`src/rtl/exec_ctrl_pkg.sv`:
```
// exec_ctrl_pkg: the run-control state encoding and default timing constants
// shared by the run-control sequencer and its timeout counter.
package exec_ctrl_pkg;

    localparam logic [2:0] ST_HALTED = 3'd0;
    localparam logic [2:0] ST_RUN    = 3'd1;
    localparam logic [2:0] ST_STEP   = 3'd2;
    localparam logic [2:0] ST_DRAIN  = 3'd3;
    localparam logic [2:0] ST_FAULT  = 3'd4;

    typedef enum logic [2:0] {
        S_HALTED = ST_HALTED,
        S_RUN    = ST_RUN,
        S_STEP   = ST_STEP,
        S_DRAIN  = ST_DRAIN,
        S_FAULT  = ST_FAULT
    } state_e;

    // Cycles an issued instruction may wait for op_done before a fault is raised.
    localparam int TMO_CYC_DEF = 64;

endpackage

```
`src/rtl/exec_tmo_cnt.sv`:
```
// exec_tmo_cnt: counts consecutive cycles with an instruction outstanding and
// pulses expire on the TMO_CYC-th such cycle, so the owner enters FAULT at the
// following edge with exactly TMO_CYC cycles of waiting behind it.
module exec_tmo_cnt
    import exec_ctrl_pkg::*;
#(
    parameter int TMO_CYC = TMO_CYC_DEF
) (
    input  logic clk,
    input  logic reset,
    input  logic outstanding,
    output logic expire
);

    localparam int CW = $clog2(TMO_CYC + 1);
    localparam logic [CW-1:0] TC = CW'(TMO_CYC - 1);

    logic [CW-1:0] r_cnt;

    // Count while outstanding, clear as soon as nothing is pending; saturate at terminal count.
    always_ff @(posedge clk or posedge reset) begin
        if (reset) begin
            r_cnt <= '0;
        end else if (!outstanding) begin
            r_cnt <= '0;
        end else if (r_cnt != TC) begin
            r_cnt <= r_cnt + 1'b1;
        end
    end

    assign expire = outstanding && (r_cnt == TC);

endmodule

```
`src/rtl/exec_ctrl.sv`:
```
// exec_ctrl: run-control sequencer for the single-issue core. Gates the
// decoder's fetch requests, arbitrates the instruction-memory write port with
// the loader, counts retired operations and traps missing completions.
//
//   state  | meaning
//   HALTED | core stopped, loader owns the imem write port
//   RUN    | continuous issue, one instruction outstanding at a time
//   STEP   | issue exactly one instruction, then back to HALTED
//   DRAIN  | halt requested, waiting for the outstanding op_done
//   FAULT  | op_done timed out; only clr_fault leaves
module exec_ctrl
    import exec_ctrl_pkg::*;
#(
    parameter int ADDR_W  = 6,
    parameter int DATA_W  = 32,
    parameter int TMO_CYC = TMO_CYC_DEF,
    parameter int CNT_W   = 16
) (
    input  logic              clk,
    input  logic              reset,
    input  logic              run_req,
    input  logic              step_req,
    input  logic              halt_req,
    input  logic              clr_fault,
    input  logic              store_en,
    input  logic [ADDR_W-1:0] store_address,
    input  logic [DATA_W-1:0] store_data,
    output logic              store_ready,
    input  logic              dec_next_instr,
    input  logic              op_done,
    output logic              imem_next_instr,
    output logic              imem_wr_en,
    output logic [ADDR_W-1:0] imem_wr_addr,
    output logic [DATA_W-1:0] imem_wr_data,
    output logic [2:0]        core_state,
    output logic [CNT_W-1:0]  retired_cnt,
    output logic              timeout_fault
);

    state_e            r_state;
    logic              r_out;
    logic              r_step_issued;
    logic              r_wr_en;
    logic [ADDR_W-1:0] r_wr_addr;
    logic [DATA_W-1:0] r_wr_data;
    logic [CNT_W-1:0]  r_cnt;
    logic              r_fault;

    logic w_issue_ok;
    logic w_fetch;
    logic w_expire;
    logic w_retire;
    logic w_out_next;

    exec_tmo_cnt #(
        .TMO_CYC (TMO_CYC)
    ) u_tmo (
        .clk         (clk),
        .reset       (reset),
        .outstanding (r_out),
        .expire      (w_expire)
    );

    // Fetch gate: only one instruction in flight, and a step issues at most once.
    always_comb begin
        w_issue_ok = 1'b0;
        if (r_state == S_RUN && !r_out) begin
            w_issue_ok = 1'b1;
        end else if (r_state == S_STEP && !r_out && !r_step_issued) begin
            w_issue_ok = 1'b1;
        end
    end

    assign w_fetch  = dec_next_instr & w_issue_ok;
    // A completion racing the timeout loses: the fault is already being taken.
    assign w_retire = op_done & r_out & ~w_expire;

    // Next outstanding flag: a new fetch can only happen while nothing is pending,
    // so a same-cycle op_done is stray and the new fetch keeps the flag set.
    always_comb begin
        w_out_next = r_out;
        if (w_expire) begin
            w_out_next = 1'b0;
        end else if (w_fetch) begin
            w_out_next = 1'b1;
        end else if (op_done) begin
            w_out_next = 1'b0;
        end
    end

    // Run-control FSM with its registered outputs, loader path and retire counter.
    always_ff @(posedge clk or posedge reset) begin
        if (reset) begin
            r_state       <= S_HALTED;
            r_out         <= 1'b0;
            r_step_issued <= 1'b0;
            r_wr_en       <= 1'b0;
            r_wr_addr     <= '0;
            r_wr_data     <= '0;
            r_cnt         <= '0;
            r_fault       <= 1'b0;
        end else begin
            r_wr_en <= 1'b0;
            r_out   <= w_out_next;
            if (w_retire) begin
                r_cnt <= r_cnt + 1'b1;
            end

            case (r_state)
                S_HALTED: begin
                    r_step_issued <= 1'b0;
                    // The loader write is taken even on the cycle we leave HALTED.
                    r_wr_en <= store_en;
                    if (store_en) begin
                        r_wr_addr <= store_address;
                        r_wr_data <= store_data;
                    end
                    if (halt_req) begin
                        r_state <= S_HALTED;
                    end else if (step_req) begin
                        r_state <= S_STEP;
                    end else if (run_req) begin
                        r_state <= S_RUN;
                    end
                end

                S_RUN: begin
                    if (w_expire) begin
                        r_state <= S_FAULT;
                        r_fault <= 1'b1;
                    end else if (halt_req) begin
                        r_state <= w_out_next ? S_DRAIN : S_HALTED;
                    end
                end

                S_STEP: begin
                    if (w_fetch) begin
                        r_step_issued <= 1'b1;
                    end
                    if (w_expire) begin
                        r_state <= S_FAULT;
                        r_fault <= 1'b1;
                    end else if (halt_req) begin
                        // Before issue nothing is pending; after issue wait in DRAIN.
                        r_state <= w_out_next ? S_DRAIN : S_HALTED;
                    end else if (r_step_issued && w_retire) begin
                        r_state <= S_HALTED;
                    end
                end

                S_DRAIN: begin
                    if (w_expire) begin
                        r_state <= S_FAULT;
                        r_fault <= 1'b1;
                    end else if (!w_out_next) begin
                        r_state <= S_HALTED;
                    end
                end

                S_FAULT: begin
                    if (clr_fault) begin
                        r_state <= S_HALTED;
                        r_fault <= 1'b0;
                    end
                end

                default: begin
                    r_state <= S_HALTED;
                    r_fault <= 1'b0;
                end
            endcase
        end
    end

    assign store_ready     = (r_state == S_HALTED);
    assign imem_next_instr = w_fetch;
    assign imem_wr_en      = r_wr_en;
    assign imem_wr_addr    = r_wr_addr;
    assign imem_wr_data    = r_wr_data;
    assign core_state      = r_state;
    assign retired_cnt     = r_cnt;
    assign timeout_fault   = r_fault;

endmodule
```
`config.mk`:
```
export PLATFORM = sky130hd
export DESIGN_NAME = exec_ctrl
export DESIGN_NICKNAME = d
export VERILOG_FILES = /design/src/rtl/exec_ctrl_pkg.sv /design/src/rtl/exec_tmo_cnt.sv /design/src/rtl/exec_ctrl.sv
export SDC_FILE = /design/constraint.sdc
export NUM_CORES = 1
export LEC_CHECK = 0
export CORE_MARGIN = 2
export CORE_UTILIZATION = 44
export CTS_CLUSTER_DIAMETER = 40
export DETAILED_ROUTE_END_ITERATION = 7
export PLACE_DENSITY = 0.85
export SYNTH_ARGS = -nofsm -noshare
export SYNTH_HDL_FRONTEND = slang
export SYNTH_SLANG_ARGS = --single-unit
```
`constraint.sdc`:
```
create_clock -name clk -period 2.5 [get_ports clk]
set_input_delay 0.5 -clock clk [delete_from_list [all_inputs] [get_ports clk]]
set_output_delay 0.5 -clock clk [all_outputs]
set_load 0.05 [all_outputs]
```
==> impl_metrics.prom <==
# TYPE chip_impl_metric gauge
chip_impl_info{name="run_status",value="finished, final reports clean"} 1
chip_impl_info{name="root_buffer_selected_by_cts",value="sky130_fd_sc_hd__clkbuf_8"} 1
chip_impl_metric{name="synthesis.area",unit="um2"} 2890
chip_impl_metric{name="groute.usage.overall",unit=""} 0.190
chip_impl_metric{name="clk_pin_slew",unit="ns"} 0.07
chip_impl_metric{name="antenna_found_initial",unit=""} 0
chip_impl_metric{name="grt_pass1_wl",unit="um"} 10600
chip_impl_metric{name="timing.final.max_slew_violations",unit=""} 0
chip_impl_metric{name="post-layout-total-power",unit="mW"} 5.57
chip_impl_metric{name="post_drt_antenna_nets",unit=""} 0
chip_impl_metric{name="final_core_util",unit=""} 0.673
chip_impl_metric{name="worst_skew_late_latency",unit="ns"} 0.33
chip_impl_metric{name="die_height",unit="um"} 85.0
chip_impl_info{name="start_kind",value="flip-flop"} 1
chip_impl_metric{name="synth_cells",unit=""} 221
chip_impl_info{name="critical_path.top_delay_family",value="flip-flops"} 1
chip_impl_info{name="reg_to_reg_start",value="u_tmo.r_cnt[0]"} 1
chip_impl_metric{name="multi_input_area",unit="um2"} 1120
chip_impl_metric{name="mappedNetlistNets",unit=""} 270
chip_impl_info{name="critical_path.endpoint_type",value="output pin"} 1
chip_impl_metric{name="drt_first_pass_iters",unit=""} 4
chip_impl_metric{name="route.detailed.vias_per_inst",unit=""} 5.17
chip_impl_metric{name="via_count",unit=""} 2155
chip_impl_metric{name="cts_hold_buffers",unit=""} 0
chip_impl_metric{name="max_freq",unit="MHz"} 416
chip_impl_info{name="worst_path_cell_trace",value="or3b_4 -> a2111oi_4 -> buf_12"} 1
chip_impl_metric{name="place_congestion",unit=""} 0.821
chip_impl_metric{name="number_of_hold_slack_violations_in_the_final_timing_report",unit=""} 0
chip_impl_metric{name="power_leakage",unit="nW"} 1.83
chip_impl_metric{name="clock_tree.htree_level_count",unit=""} 3
chip_impl_metric{name="drc",unit=""} 0
chip_impl_info{name="tritoncts",value="yes"} 1
chip_impl_metric{name="synth_cell_types",unit=""} 40
chip_impl_metric{name="critPathBufInv",unit=""} 1
chip_impl_metric{name="final.setup.tns",unit="ns"} 0
chip_impl_metric{name="die-width",unit="um"} 85.0
chip_impl_metric{name="routed_wirelength",unit="um"} 6490
chip_impl_metric{name="wl_per_cell",unit="um"} 15.6
chip_impl_metric{name="synth_area_per_cell",unit="um2"} 13.1
chip_impl_metric{name="finalSetupViolCount",unit=""} 0
chip_impl_metric{name="grt_max_degree",unit=""} 42
chip_impl_info{name="synth-main-ff-cell",value="sky130_fd_sc_hd__dfrtp_1"} 1
chip_impl_metric{name="die_area",unit="um2"} 7230
chip_impl_metric{name="power_density",unit="nW/um2"} 1300
chip_impl_metric{name="tightest_slew",unit="ns"} 0.548
chip_impl_metric{name="place_worst_setup_slack",unit="ns"} 0.370
chip_impl_metric{name="smallest_setup_slack_after_layout",unit="ns"} 0.0955
chip_impl_metric{name="final-seq-area",unit="um2"} 1700
chip_impl_info{name="synth_largest_area_cell",value="sky130_fd_sc_hd__dfrtp_1"} 1
chip_impl_metric{name="n_antenna_cell",unit=""} 0
chip_impl_metric{name="r2r_cells",unit=""} 6
chip_impl_metric{name="grt_overflow",unit=""} 0
chip_impl_metric{name="drt_iter0_drc",unit=""} 62
chip_impl_metric{name="critical_path_required",unit="ns"} 2.00
chip_impl_metric{name="cp_slowest_stage_delay",unit="ns"} 0.50
chip_impl_metric{name="critical_path_depth",unit=""} 3
chip_impl_info{name="rsz0062_at_grt",value="no"} 1
chip_impl_metric{name="drive_gt1_frac",unit=""} 0.203
chip_impl_metric{name="area_delta_synth_final",unit="%"} 47.8
chip_impl_metric{name="postSynthRegisterBits",unit=""} 68
chip_impl_metric{name="maxCapViolations",unit=""} 0
chip_impl_metric{name="postSynth.asyncResetShare",unit=""} 1.00
chip_impl_metric{name="start_util",unit=""} 0.455
chip_impl_metric{name="floorplan.io_pins",unit=""} 108
chip_impl_metric{name="yosys_warnings",unit=""} 0
chip_impl_metric{name="proportion_of_netlist_area_held_by_the_largest_area_contributor",unit=""} 0.589
chip_impl_metric{name="cts_buffer_count",unit=""} 9
chip_impl_info{name="final_common_cell",value="sky130_fd_sc_hd__clkdlybuf4s50_1"} 1
chip_impl_metric{name="ir_worst_vdd",unit="V"} 0.00108
chip_impl_metric{name="period_needed",unit="ns"} 2.40
chip_impl_info{name="hold_class",value="in2async"} 1
chip_impl_info{name="worstSetupStartpoint",value="core_state[0]"} 1
chip_impl_metric{name="grt_pass1_vias",unit=""} 2162
chip_impl_metric{name="final_net_count",unit=""} 385
chip_impl_metric{name="timing.slew.headroom",unit=""} 0.634
chip_impl_metric{name="final.setup_skew",unit="ns"} 0.00882
chip_impl_metric{name="place.port_buffers",unit=""} 107
chip_impl_info{name="critPathSlowestCell",value="sky130_fd_sc_hd__dfrtp_1"} 1
chip_impl_info{name="area_contributors_post_synth",value="sky130_fd_sc_hd__dfrtp_1 (59%), sky130_fd_sc_hd__mux2_2 (15%), sky130_fd_sc_hd__xnor2_1 (3.9%), sky130_fd_sc_hd__nand2_1 (1.9%), sky130_fd_sc_hd__and3_1 (1.5%)"} 1
chip_impl_metric{name="synth_edf_count",unit=""} 0
chip_impl_metric{name="std_cell_rows",unit=""} 29
chip_impl_metric{name="design.core.area",unit="um2"} 6350
chip_impl_metric{name="post-dp-hpwl",unit="um"} 4760
chip_impl_metric{name="clk_path_buf_depth",unit=""} 2
chip_impl_metric{name="synth.yosys.seq_area_share",unit=""} 0.589
chip_impl_metric{name="fill_cells",unit=""} 461
chip_impl_info{name="timing.setup.critical_path_class",value="reg2out"} 1
chip_impl_metric{name="sinks_on_clock_net",unit=""} 68
chip_impl_metric{name="timing.critical_path.fanout_max",unit=""} 11
chip_impl_info{name="mostFrequentLayoutCells",value="sky130_fd_sc_hd__clkdlybuf4s50_1 (105), sky130_fd_sc_hd__dfrtp_1 (67), sky130_fd_sc_hd__mux2_2 (39), sky130_fd_sc_hd__nand2_1 (15), sky130_fd_sc_hd__xnor2_1 (13)"} 1
chip_impl_metric{name="final_min_period_over_clock_period",unit=""} 0.962
chip_impl_metric{name="timing.critical_path.arrival",unit="ns"} 1.90
-- cells in the mapped netlist (all sizes together) (2+ instances only) --
cell type / instances
nor3: 3
nor2: 9
and3: 7
nand4: 5
inv: 4
nor4: 2
dfrtp: 68
a21o: 2
a31oi: 2
mux2: 41
o21ai: 4
xnor2: 13
nand2b: 3
a21oi: 6
buf: 7
o21a: 2
nand3: 6
ha: 2
clkbuf: 2
xor2: 4
nand2: 15
-- area by class of cell --
class,instances,area share
Multi-Input combinational cell,140,0.263
Sequential cell,68,0.399
Inverter,4,0.00352
Timing Repair Buffer,113,0.270
Clock buffer,10,0.0299
Clock inverter,5,0.0126
Tap cell,77,0.0226
-- path summary, 6_finish.rpt --
path	end	slack [ns]
worst max register to register	core_state[0]	0.53
max in group asynchronous	core_state[1]	1.62
min in group clk	timeout_fault	0.47
worst min-delay path	retired_cnt[13]	0.36
worst max-delay path	imem_next_instr	0.1
worst min register to register	timeout_fault	0.47
-- state kept, by name, indices dropped and copies added (netlist names) --
| register | flops |
|---|---|
| r_step_issued | 1 |
| r_out | 1 |
| core_state | 3 |
| timeout_fault | 1 |
| imem_wr_addr | 6 |
| retired_cnt | 16 |
| imem_wr_en | 1 |
| u_tmo.r_cnt | 7 |
| imem_wr_data | 32 |
-- metrics by stage --
step	hold slack [ns]	cell area, um2	instances
6_report	0.362	4270	417
2_1_floorplan	0.464	2900	221
3_3_place_gp	0.461	4080	401
5_1_grt	0.353	4270	417
4_1_cts	0.346	4270	417
3_5_place_dp	0.465	4080	401
-- metal layers --
| metal | wire, um | GRT usage |
|---|---|---|
| met1 | 2900 | 0.257 |
| met2 | 3000 | 0.286 |
| met3 | 520 | 0.0652 |
| met4 | 76 | 0.0693 |
| met5 | 0 | 0 |
-- logic make-up (layout without fill, tap and decap cells) --
logic type / after synthesis / in the layout / share of synthesized area
AOI/OAI and AO/OA: 20 / 20 / 0.0546
and+or+nand+nor: 59 / 59 / 0.108
muxes: 42 / 42 / 0.163
DFF: 68 / 68 / 0.589
xor gates and xnor gates: 17 / 17 / 0.0515
adders and majority gates: 2 / 2 / 0.00866
buffers and inverters: 13 / 132 / 0.0247
-- power by group --
group | leakage [nW] | internal [mW] | total, mW | switching (mW)
clock | 0.0959 | 0.452 | 0.843 | 0.392
combinational | 0.882 | 1.13 | 2.98 | 1.85
sequential | 0.850 | 1.49 | 1.75 | 0.257
-- worst reg2reg max path, stage by stage, from the launching register on --
cell and delay (ns):
sky130_fd_sc_hd__dfrtp_1 0.39, sky130_fd_sc_hd__ha_1 0.23, sky130_fd_sc_hd__and3_1 0.35, sky130_fd_sc_hd__a21oi_1 0.14
sky130_fd_sc_hd__o2111ai_1 0.20, sky130_fd_sc_hd__o211a_1 0.21, sky130_fd_sc_hd__mux2_1 0.35
-- repair_timing --
action                     in CTS  in global routing
resized for setup               0                  1
setup buffers                   1                  0
setup endpoints to repair       1                  2
pin swaps                       1                  1
Note: power is estimated with default switching activity, not from simulation.
